===== config.mk =====
export PLATFORM = sky130hd
export DESIGN_NAME = dfa_string_driver
export DESIGN_NICKNAME = d
export VERILOG_FILES = /design/src/rtl/dfa_string_driver.sv
export SDC_FILE = /design/constraint.sdc
export NUM_CORES = 1
export LEC_CHECK = 0
export CORE_AREA = 2 2 55 57
export CTS_CLUSTER_SIZE = 25
export DETAILED_ROUTE_END_ITERATION = 10
export DIE_AREA = 0 0 57 59
export GPL_TIMING_DRIVEN = 0
export PLACE_DENSITY = 0.77
export SETUP_SLACK_MARGIN = 0.2
export SYNTH_ARGS = -nofsm -noshare
export SYNTH_HDL_FRONTEND = slang
export SYNTH_SLANG_ARGS = --single-unit

===== constraint.sdc =====
create_clock -name clk -period 2.8 [get_ports clk]
set_clock_uncertainty 0.1 [all_clocks]
set_input_delay 0.56 -clock clk [delete_from_list [all_inputs] [get_ports clk]]
set_output_delay 0.56 -clock clk [all_outputs]
set_load 0.02 [all_outputs]

===== src/rtl/dfa_string_driver.sv =====
// Transaction wrapper for single-bit DFA recognisers: takes a string per request, resets the
// DFA, shifts the string in, then returns the sampled verdict. Define DFA_DRV_LSB_FIRST_EN for LSB-first order.
module dfa_string_driver #(
  parameter int WIDTH = 8,
  parameter int LEN_W = $clog2(WIDTH + 1)
) (
  input  logic             clk,
  input  logic             rst,
  input  logic             s_valid,
  output logic             s_ready,
  input  logic [WIDTH-1:0] s_data,
  input  logic [LEN_W-1:0] s_len,
  output logic             dfa_rst,
  output logic             dfa_in,
  input  logic             dfa_accept,
  output logic             r_valid,
  input  logic             r_ready,
  output logic             r_accept,
  output logic [LEN_W-1:0] r_len
);

  localparam int IDLE_B   = 0;
  localparam int SHIFT_B  = 1;
  localparam int SAMPLE_B = 2;
  localparam int RESULT_B = 3;

  typedef enum logic [3:0] {
    IDLE   = 4'b0001,
    SHIFT  = 4'b0010,
    SAMPLE = 4'b0100,
    RESULT = 4'b1000
  } state_t;

  state_t           state_q;
  logic [WIDTH-1:0] shreg_q;
  logic [LEN_W-1:0] cnt_q;
  logic             dfa_in_q;
  logic             r_accept_q;
  logic [LEN_W-1:0] r_len_q;

  logic [LEN_W-1:0] len_sat_s;
  logic [WIDTH-1:0] load_s;
  logic             first_bit_s;
  logic [WIDTH-1:0] load_rest_s;
  logic             next_bit_s;
  logic [WIDTH-1:0] shreg_shift_s;

  // Saturate the request length and line the string up at the shift-out end.
  always_comb begin
    len_sat_s = (s_len > LEN_W'(WIDTH)) ? LEN_W'(WIDTH) : s_len;
`ifdef DFA_DRV_LSB_FIRST_EN
    load_s        = s_data & ~({WIDTH{1'b1}} << len_sat_s);
    first_bit_s   = load_s[0];
    load_rest_s   = load_s >> 1;
    next_bit_s    = shreg_q[0];
    shreg_shift_s = shreg_q >> 1;
`else
    // Shifting left by WIDTH-len drops the unused upper bits and puts bit len-1 at the MSB.
    load_s        = s_data << (LEN_W'(WIDTH) - len_sat_s);
    first_bit_s   = load_s[WIDTH-1];
    load_rest_s   = load_s << 1;
    next_bit_s    = shreg_q[WIDTH-1];
    shreg_shift_s = shreg_q << 1;
`endif
  end

  // Control FSM with datapath; dfa_in is registered so the DFA sees a clean bit each cycle.
  always_ff @(posedge clk) begin
    if (rst) begin
      state_q    <= IDLE;
      shreg_q    <= {WIDTH{1'b0}};
      cnt_q      <= {LEN_W{1'b0}};
      dfa_in_q   <= 1'b0;
      r_accept_q <= 1'b0;
      r_len_q    <= {LEN_W{1'b0}};
    end else begin
      case (state_q)
        IDLE: begin
          if (s_valid) begin
            cnt_q   <= len_sat_s;
            r_len_q <= len_sat_s;
            if (len_sat_s != {LEN_W{1'b0}}) begin
              state_q  <= SHIFT;
              shreg_q  <= load_rest_s;
              dfa_in_q <= first_bit_s;
            end else begin
              state_q  <= SAMPLE;
              shreg_q  <= {WIDTH{1'b0}};
              dfa_in_q <= 1'b0;
            end
          end else begin
            state_q  <= IDLE;
            dfa_in_q <= 1'b0;
          end
        end
        SHIFT: begin
          cnt_q <= cnt_q - LEN_W'(1);
          if (cnt_q == LEN_W'(1)) begin
            state_q  <= SAMPLE;
            dfa_in_q <= 1'b0;
          end else begin
            state_q  <= SHIFT;
            dfa_in_q <= next_bit_s;
            shreg_q  <= shreg_shift_s;
          end
        end
        SAMPLE: begin
          r_accept_q <= dfa_accept;
          dfa_in_q   <= 1'b0;
          state_q    <= RESULT;
        end
        RESULT: begin
          dfa_in_q <= 1'b0;
          if (r_ready) begin
            state_q <= IDLE;
          end else begin
            state_q <= RESULT;
          end
        end
        default: begin
          state_q  <= IDLE;
          dfa_in_q <= 1'b0;
          cnt_q    <= {LEN_W{1'b0}};
        end
      endcase
    end
  end

  assign s_ready  = state_q[IDLE_B];
  assign dfa_rst  = state_q[IDLE_B];
  assign dfa_in   = dfa_in_q;
  assign r_valid  = state_q[RESULT_B];
  assign r_accept = r_accept_q;
  assign r_len    = r_len_q;

  logic unused_s;
  assign unused_s = state_q[SHIFT_B] ^ state_q[SAMPLE_B];

endmodule


==> impl_results.md, run 1 <==
* Register bit total from synthesis at 21
* Comb pwr share at 33.6%
* Final cycle utilization of the critical path at 90.84%
* Largest net degree at the start of global routing at 13
* Cell with the most instances after synthesis: dfxtp_1
* Async S/R FF share, synth at 0%
* R2r setup slk at 0.56 ns
* Worst R2R Path Depth at 7
* TritonCTS Buffers at 3
* Compound-gate portion of the synthesized area at 23.18%
* Area Overhead vs Synth at 26.91%
* Initial antenna violation count at 0
* Relative max-transition margin at 40.70%
* Post-layout util at 64.45%
* I/O pins at 26
* Final hold violations at 0
* Post-layout nets at 210
* Hold-fix buffers, CTS at 0
* Post-synthesis mux area share at 10.82%
* Clk network pwr share at 20.3%
* Kind of critical path: input pin to flip-flop
* Tmin final at 2.543 ns
* Hold path depth at 2
* Internal at 492.5 uW
* Vias per cell at 5.768
* Final routed DRC violation total at 0
* Routed WL per cell at 14.91 um
* DIE AREA at 0.003363 sq mm
* Routed vias at 1269
* Largest family of logic cells by synthesized area: compound AO/OA/AOI/OAI gates
* Total grt overflow at 0
* Vias in the first global route at 1205
* Post-Synth XOR/XNOR Area at 2.455%
* # clock sinks at 21
* Net switching power at 226.9 uW
* Routed Antenna Nets at 0
* Clock slew seen by the registers of the worst setup and hold paths at 0.12 ns
* CTS tree: yes
* DRT iter0 DRCs at 39
* Syn avg cell area at 8.656 sq um
* Worst slew pin tran at 0.8875 ns
* Critical Path Source: s_len[0]
* Reg power frac at 46.1%
* Die Y at 59 um
* # fillers at 251
* Main synth FF type: dfxtp_1
* Root buf cell: clkbuf_4
* Worst reg2reg startpoint: cnt_q[1]$_SDFFE_PP0P_
* First-pass DRT Iterations at 4
* Crit. End Element: flip-flop
* EDFF count, synth at 0
* Synthesized net count at 179
* FMAX at 0.3932 GHz
* Worst skew pair latency at 0.31 ns
* Sw frac at 31.54%
* Synth Area in Adders at 2.727%
* Crit path capture: shreg_q[7]$_SDFFE_PP0P_
* Worst min path class: flip-flop to flip-flop
* Placed cell count at 214
* RSZ-0062 raised after global routing: yes
* Global placement routability congestion at 0.8783
* Share of layout cells above drive strength 1 at 16.40%
* Top cell type's share of synthesized area at 30.55%
* RR Endpoint: shreg_q[2]$_SDFFE_PP0P_
* Critical path fanouts, max at 5
* Non-Filler Instances at 220
* Port Buffer Count at 24
* Hpwl dp at 2.518 mm
* Synthesized area at 0.001376 sq mm
* Leakage power at 0.0006393 uW
* Initial Util at 50.78%
* Startpoint type of the worst setup path: input pin
* # diodes at 0
* Core area at 0.002710 sq mm
* Maxcap violations at 0
* DIE WIDTH at 57 um
* Power Dens Cells at 411.9 mW/mm^2
* Largest area contributor in the synthesized netlist: dfxtp_1
* Final instance area at 0.001747 sq mm
* Final WS setup at 0.2566 ns
* Num rows at 19
* Setup Slack @ Placement at -0.6948 ns
* Register area share after synthesis at 30.55%
* Peak supply drop at 0.3301 mV
* H-tree Lvls at 1
* Cell variety after synth at 49
* Status: finished clean
* Top cells by count, synth: dfxtp_1, a21oi_1, nand2_1, nor2_1, o21ai_0
* First-pass GRT wire length at 5.430 mm
* Arr. time, crit path at 2.63 ns
* Placed Area at 0.001655 sq mm
* Setup violations, final at 0
* Final WL at 3.280 mm
* CTS max path bufs at 2
* Synth warn at 0
* TNS Setup at 0 ns
* Pins over their slew limit at 0
* Simple-gate share of the synthesized area at 22.82%
* Gate Count Post-Synth at 159
* Synth area leaders: dfxtp_1, a21oi_1, mux2i_1
* Req. time, crit path at 2.89 ns
* Total GRT Usage at 20.54%
==> logic make-up (layout without fill, tap and decap cells) <==
family | count (synthesis) | after routing
AOI/OAI and AO/OA | 47 | 47
xor gates and xnor gates | 3 | 3
adders and majority gates | 3 | 3
buffers and inverters | 21 | 51
DFF | 21 | 21
muxes | 11 | 11
and+or+nand+nor | 53 | 53
==> worst min-delay path by stage <==
stage | start | endpoint | slack (ns)
3_3_place_gp | shreg_q[1]$_SDFFE_PP0P_ | shreg_q[1]$_SDFFE_PP0P_ | 0.35
6_report | shreg_q[1]$_SDFFE_PP0P_ | shreg_q[1]$_SDFFE_PP0P_ | 0.37
5_1_grt | r_len[3]$_SDFFE_PP0P_ | r_len[3]$_SDFFE_PP0P_ | 0.40
3_5_place_dp | shreg_q[1]$_SDFFE_PP0P_ | shreg_q[1]$_SDFFE_PP0P_ | 0.35
2_1_floorplan | shreg_q[1]$_SDFFE_PP0P_ | shreg_q[1]$_SDFFE_PP0P_ | 0.34
4_1_cts | shreg_q[1]$_SDFFE_PP0P_ | shreg_q[1]$_SDFFE_PP0P_ | 0.37
==> placed cells by master, fill, tap and decap left out, types with 3 or more instances in the layout <==
| master | n |
|---|---|
| clkbuf_4 | 3 |
| clkdlybuf4s50_1 | 23 |
| mux2i_1 | 7 |
| a211oi_1 | 3 |
| nand3_1 | 4 |
| a221oi_1 | 3 |
| nor2_1 | 12 |
| nand2_1 | 12 |
| inv_1 | 9 |
| buf_6 | 3 |
| buf_4 | 4 |
| o21ai_0 | 11 |
| mux4_2 | 3 |
| buf_2 | 3 |
| dfxtp_1 | 21 |
| clkbuf_1 | 3 |
| a21oi_1 | 14 |
| nor3b_1 | 4 |
==> worst max-delay path, cell delays in order <==
cell and delay, ns:
clkdlybuf4s50_1 0.50, nor2b_4 0.18, buf_6 0.13, clkinvlp_4 0.10
ha_4 0.20, xnor2_4 0.20, mux4_2 0.53, a21oi_1 0.16
a221oi_1 0.08
==> sequential cells by signal (all words and copies together) (netlist names) <==
name      cells
cnt_q         4
state_q       4
r_len         4
dfa_in        1
shreg_q       7
r_accept      1
==> cell type report <==
cell class	instances	area [sq um]	area share, %
sequential	21	420.4	24.07
clock inverter	1	5.005	0.2865
tap	31	38.79	2.221
buffer	10	67.56	3.868
clock buffer	3	22.52	1.289
timing repair buffer	27	261.5	14.97
inverter	10	41.29	2.364
multi-input combinational	117	889.6	50.93
==> power by group through the flow <==
| stage | combinational (uW) | clock [uW] | sequential, uW |
|---|---|---|---|
| after floorplan | 148 | 0 | 342 |
| after global placement | 219 | 0 | 337 |
| after detailed placement | 224 | 0 | 338 |
| after CTS | 238 | 152 | 331 |
| after global routing | 265 | 160 | 334 |
| final | 242 | 146 | 332 |
==> layer usage <==
| layer | track usage (%) | share of wire [%] |
|---|---|---|
| met1 | 25.31 | 43 |
| met2 | 34.98 | 48 |
| met3 | 4.803 | 6.7 |
| met4 | 7.973 | 1.7 |
| met5 | 0 | 0 |
==> per-stage QoR <==
| stage | power (uW) | hold WS [ns] |
|---|---|---|
| finish | 719.4 | 0.3661 |
| global route | 758.3 | 0.4003 |
| CTS | 720.5 | 0.3680 |
| detailed placement | 561.8 | 0.3509 |
| global placement | 555.4 | 0.3459 |
| floorplan | 490.2 | 0.3368 |
==> repair_timing <==
action	CTS	global route
setup buffers	3	0
endpoints found under the setup margin	8	4
pin swaps	1	0
gates resized for setup	9	1
hold endpoints to repair	0	0
(Power assumes the default switching activity.)
==> inputs of run 2 (changes only) <==
--- a/config.mk
+++ b/config.mk
@@ -11,6 +11,7 @@
 export DIE_AREA = 0 0 57 59
 export GPL_TIMING_DRIVEN = 0
 export PLACE_DENSITY = 0.77
+export RECOVER_POWER = 25
 export SETUP_SLACK_MARGIN = 0.2
 export SYNTH_ARGS = -nofsm -noshare
 export SYNTH_HDL_FRONTEND = slang
==> run 2 against run 1 <==
First-iteration DRC count down 7.7%. Die area did not move. Critical path depth is the same. Sequential share of layout area about the same. Via count down 0.39%. Maximum frequency about the same. Core utilization about the same. Final cell count unchanged. Sequential cell count unchanged. Design area hardly changed. Clock-buffer cell count did not move. Highest routed layer unchanged.
==> impl_results.md, run 2 (same netlist as run 1, synthesis figures left out) <==
* # diodes at 0
* Vias per cell at 5.745
* Initial Util at 50.78%
* Power Dens Cells at 412.1 mW/mm^2
* Routed Antenna Nets at 0
* Hold slack at 0.3666 ns
* Post-route total power at 719.3 uW
* I/O pins at 26
* DIE AREA at 0.003363 sq mm
* Root buf cell: clkbuf_4
* Final routed DRC violation total at 0
* Tmin final at 2.544 ns
* Biggest register: shreg_q
* Routed vias at 1264
* Initial antenna violation count at 0
* CTS tree: yes
* Arr. time, crit path at 2.63 ns
* Leakage power at 0.0006448 uW
* Req. time, crit path at 2.89 ns
* Clock slew seen by the registers of the worst setup and hold paths at 0.12 ns
* Total GRT Usage at 20.54%
* Vias in the first global route at 1205
* Hold path depth at 2
* Kind of critical path: input pin to flip-flop
* CTS max path bufs at 2
* # clock sinks at 21
* R2r setup slk at 0.54 ns
* Reg power frac at 46.1%
* TritonCTS Buffers at 3
* Maxcap violations at 0
* Worst min path class: flip-flop to flip-flop
* Worst skew pair latency at 0.31 ns
* Net switching power at 228.0 uW
* Sw frac at 31.70%
* Most common library cell in the layout ignoring fill and taps: dfxtp_1
* Die Y at 59 um
* First-pass DRT Iterations at 5
* First-pass GRT wire length at 5.430 mm
* Relative max-transition margin at 39.23%
* Hpwl dp at 2.518 mm
* Peak supply drop at 0.3342 mV
* Core area at 0.002710 sq mm
* Post-layout nets at 210
* Internal at 491.3 uW
* Share of layout cells above drive strength 1 at 15.87%
* Comb pwr share at 33.4%
* Critical path fanouts, max at 5
* Non-Filler Instances at 220
* Port Buffer Count at 24
* Final hold violations at 0
* Final cycle utilization of the critical path at 90.87%
* Worst Hold End: shreg_q[1]$_SDFFE_PP0P_
* DIE WIDTH at 57 um
* Global placement routability congestion at 0.8783
* Num rows at 19
* Placed cell count at 214
* Area Overhead vs Synth at 26.82%
* RSZ-0062 raised after global routing: yes
* Most frequent cells in the layout: dfxtp_1, clkdlybuf4s50_1, a21oi_1
* Status: finished clean
* TNS Setup at 0 ns
* Pins over their slew limit at 0
* DRT iter0 DRCs at 36
* Worst slew pin tran at 0.9096 ns
* Setup violations, final at 0
* Startpoint type of the worst setup path: input pin
* Crit. End Element: flip-flop
* Clk network pwr share at 20.5%
* Final WL at 3.296 mm
* H-tree Lvls at 1
* Hold Path Origin: shreg_q[1]$_SDFFE_PP0P_
* Routed WL per cell at 14.98 um
* RR Endpoint: shreg_q[2]$_SDFFE_PP0P_
* FMAX at 0.3930 GHz
* Total grt overflow at 0
* Largest net degree at the start of global routing at 13
* Number of flip-flops in the largest register at 7
* Worst reg2reg startpoint: cnt_q[1]$_SDFFE_PP0P_
* Worst R2R Path Depth at 7
-- run 2: cell types whose count changed in the layout (fill, tap and decap cells not counted), sizes merged --
cell | before | now
buf | 10 | 9
clkbuf | 6 | 7
clkdlybuf4s50 | 23 | 19
dlygate4sd3 | 0 | 4
-- run 2: stage by stage --
| stage | util (%) | setup slack (ns) | instance area (sq um) |
|---|---|---|---|
| 2_1_floorplan | - | 0.2069 | 1376 |
| 3_3_place_gp | 61.08 | -0.6486 | 1655 |
| 3_5_place_dp | 61.08 | -0.6948 | 1655 |
| 4_1_cts | 64.40 | 0.2670 | 1745 |
| 5_1_grt | 64.40 | 0.1444 | 1745 |
| 6_report | 64.40 | 0.2557 | 1745 |
-- run 2: power by group through the flow --
stage,Clock (uW),Sequential [uW],Combinational (uW)
2_1_floorplan,0,342,148
3_3_place_gp,0,337,219
3_5_place_dp,0,338,224
4_1_cts,152,331,238
5_1_grt,160,334,264
6_report,147,331,240
-- run 2: how the worst max path moves through the flow --
| stage | startpoint | end | slack, ns | depth (start not counted) |
|---|---|---|---|---|
| floorplan | s_len[0] | shreg_q[7]$_SDFFE_PP0P_ | 0.21 | 8 |
| CTS | s_len[0] | shreg_q[7]$_SDFFE_PP0P_ | 0.27 | 9 |
| global placement | s_len[3] | shreg_q[7]$_SDFFE_PP0P_ | -0.65 | 9 |
| detailed placement | s_len[3] | shreg_q[7]$_SDFFE_PP0P_ | -0.69 | 9 |
| finish | s_len[0] | shreg_q[7]$_SDFFE_PP0P_ | 0.26 | 9 |
| global route | s_len[0] | shreg_q[7]$_SDFFE_PP0P_ | 0.14 | 9 |
-- run 2: layer usage --
metal  share of wire (%)  vias up  wire (um)  track usage (%)
li1                    -      647          -                -
met1                  44      573       1436            25.31
met2                  48       36       1582            34.98
met3                 6.7        8        221            4.803
met4                 1.7        0         55            7.973
met5                   0        -          0                0
-- run 2: timing repair --
| item | CTS | global route |
|---|---|---|
| hold buffers | 0 | 0 |
| setup buffers | 3 | 0 |
| endpoints found under the setup margin | 8 | 4 |
| pin swaps | 1 | 0 |
| gates resized for setup | 9 | 1 |
-- run 2: layout make-up --
type | count | area (sq um)
Timing Repair Buffer | 27 | 261.5
Sequential cell | 21 | 420.4
Inverter | 10 | 41.29
Multi-Input combinational cell | 117 | 889.6
Fill cell | 251 | 964.7
Clock buffer | 3 | 22.52
Tap cell | 31 | 38.79
Clock inverter | 1 | 5.005
Buffer | 10 | 66.31
-- run 2: critical path, cell delays in order --
cell and delay (ns):
clkdlybuf4s50_1 0.50, nor2b_4 0.18, buf_6 0.13, clkinvlp_4 0.10, ha_4 0.20, xnor2_4 0.20, mux4_2 0.53, a21oi_1 0.16
a221oi_1 0.08
==> inputs of run 3 (changes only) <==
--- a/config.mk
+++ b/config.mk
@@ -5,13 +5,14 @@
 export SDC_FILE = /design/constraint.sdc
 export NUM_CORES = 1
 export LEC_CHECK = 0
-export CORE_AREA = 2 2 55 57
+export CORE_AREA = 2 2 40 79
 export CTS_CLUSTER_SIZE = 25
 export DETAILED_ROUTE_END_ITERATION = 10
-export DIE_AREA = 0 0 57 59
+export DIE_AREA = 0 0 42 81
 export GPL_TIMING_DRIVEN = 0
-export PLACE_DENSITY = 0.77
+export PLACE_DENSITY = 0.76
 export RECOVER_POWER = 25
+export REMOVE_ABC_BUFFERS = 1
 export SETUP_SLACK_MARGIN = 0.2
 export SYNTH_ARGS = -nofsm -noshare
 export SYNTH_HDL_FRONTEND = slang
==> run 3 against run 2 <==
Combinational power fell by 6%. Maximum frequency up 1.5%. Sequential power is 2% higher. Sequential cell count unchanged. Setup slack better by 0.037 ns. Largest cell class unchanged. First-iteration DRC count rose by 47%.
==> impl_results.md, run 3 (same netlist as run 1, synthesis figures left out) <==
* Status: finished clean
* Internal at 532.5 uW
* Reg power frac at 44.0%
* First-pass GRT wire length at 5.202 mm
* WL met2 at 1.658 mm
* DIE WIDTH at 42 um
* Worst slew pin tran at 1.124 ns
* Final routed DRC violation total at 0
* Leakage power at 0.0006125 uW
* Biggest register: shreg_q
* # diodes at 0
* CTS max path bufs at 2
* Post-layout nets at 200
* H-tree Lvls at 1
* Final cycle utilization of the critical path at 89.56%
* Final hold violations at 0
* Vias per cell at 6.110
* Total GRT Usage at 19.77%
* Number of flip-flops in the largest register at 7
* Buffers and inverters on the worst path at 2
* Vias in the first global route at 1180
* Maxcap violations at 0
* Root buf cell: clkbuf_8
* TritonCTS Buffers at 3
* First-pass DRT Iterations at 5
* Die Y at 81 um
* WL met3 at 162 um
* Peak supply drop at 0.3832 mV
* Largest net degree at the start of global routing at 18
* Share of layout cells above drive strength 1 at 12.29%
* DRT iter0 DRCs at 53
* Comb pwr share at 29.5%
* Hold-fix buffers, CTS at 0
* Power Dens Cells at 453.0 mW/mm^2
* Pins over their slew limit at 0
* TNS Setup at 0 ns
* Kind of critical path: input pin to flip-flop
* Total grt overflow at 0
* Initial antenna violation count at 0
* Req. time, crit path at 2.81 ns
* Global placement routability congestion at 0.8550
* Worst min path class: flip-flop to flip-flop
* Num rows at 28
* # fillers at 247
* Setup violations, final at 0
* Core area at 0.002838 sq mm
* CP Cell Sequence: clkdlybuf4s50_1, nor2b_4, inv_2, ha_4, xnor2_4, mux4_2, a21oi_1, a221oi_1
* Initial Util at 48.50%
* Hold Path Origin: r_len[3]$_SDFFE_PP0P_
* # clock sinks at 21
* Non-Filler Instances at 209
* CP max-delay cell: mux4_2
* Worst path max stage delay at 0.53 ns
* Area Overhead vs Synth at 23.09%
* Worst skew pair latency at 0.26 ns
* Startpoint type of the worst setup path: input pin
* I/O pins at 26
* Top Layer Used: met4
* Hpwl dp at 2.353 mm
* Tmin final at 2.508 ns
* Arr. time, crit path at 2.51 ns
* Critical path fanouts, max at 5
* DRT met1 WL at 1.333 mm
* Most frequent cells in the layout: dfxtp_1, clkdlybuf4s50_1, a21oi_1
* Worst reg2reg startpoint: state_q[0]$_SDFF_PP1_
* Post-layout util at 59.70%
* CP top delay family: buffers and inverters
* Port Buffer Count at 25
* FMAX at 0.3988 GHz
* Routed Antenna Nets at 0
* Relative max-transition margin at 24.89%
* Routed WL per cell at 15.43 um
* Routed vias at 1277
* Clock slew seen by the registers of the worst setup and hold paths at 0.08 ns
* Sw frac at 30.61%
* Most common library cell in the layout ignoring fill and taps: dfxtp_1
* Placed cell count at 203
* RSZ-0062 raised after global routing: no
* Final WL at 3.224 mm
* Net switching power at 234.9 uW
* Crit. End Element: flip-flop
* DIE AREA at 0.003402 sq mm
* CTS tree: yes
* Critical Path Source: s_len[0]
* Clk network pwr share at 26.5%
==> run 3: path summary, 6_finish.rpt <==
| check | endpoint | depth (start not counted) | slack (ns) |
|---|---|---|---|
| worst max-delay path | shreg_q[7]$_SDFFE_PP0P_ | 8 | 0.29 |
| worst min register to register | r_len[3]$_SDFFE_PP0P_ | 2 | 0.36 |
| worst max register to register | shreg_q[7]$_SDFFE_PP0P_ | 5 | 0.45 |
| worst min-delay path | r_len[3]$_SDFFE_PP0P_ | 2 | 0.36 |
==> run 3: routing by layer <==
layer | GRT usage, % | vias up
met5 | 0 | -
met1 | 22.48 | 600
met4 | 10.32 | 0
met2 | 34.53 | 47
li1 | - | 623
met3 | 3.556 | 7
==> run 3: power by group through the flow <==
| stage | clock, uW | combinational, uW | sequential, uW |
|---|---|---|---|
| finish | 203 | 226 | 338 |
| global route | 213 | 244 | 341 |
| CTS | 205 | 218 | 337 |
| detailed placement | 0 | 212 | 344 |
| global placement | 0 | 206 | 343 |
| floorplan | 0 | 133 | 348 |
==> run 3: worst reg2reg max path, stage by stage (launching register included) <==
cell and delay [ns]:
dfxtp_1 0.46, nor4b_2 1.03, o21ai_0 0.21, nand2_1 0.14
a21oi_1 0.05, a221oi_1 0.27
==> run 3: repair_timing <==
action	CTS	global route
pin swaps	1	1
buffers inserted	2	0
endpoints found under the setup margin	10	2
gates resized for setup	4	4
==> run 3: metrics by stage <==
step           area, sq um  hold WS, ns  setup slack (ns)  power [uW]
6_report              1694       0.3586            0.2923       767.4
4_1_cts               1668       0.3616            0.2093       761.0
3_3_place_gp          1599       0.3400            -1.069       549.2
2_1_floorplan         1311       0.3307          -0.09671       480.6
3_5_place_dp          1599       0.3504            -1.132       555.9
5_1_grt               1694       0.3775            0.2241       798.0
==> run 3: final cells by class <==
class / instances / area [sq um] / area share, %
inverter: 10 / 37.54 / 2.216
timing repair buffer: 27 / 264.0 / 15.58
sequential: 21 / 420.4 / 24.82
multi-input combinational: 117 / 889.6 / 52.51
tap: 30 / 37.54 / 2.216
clock buffer: 4 / 45.04 / 2.659
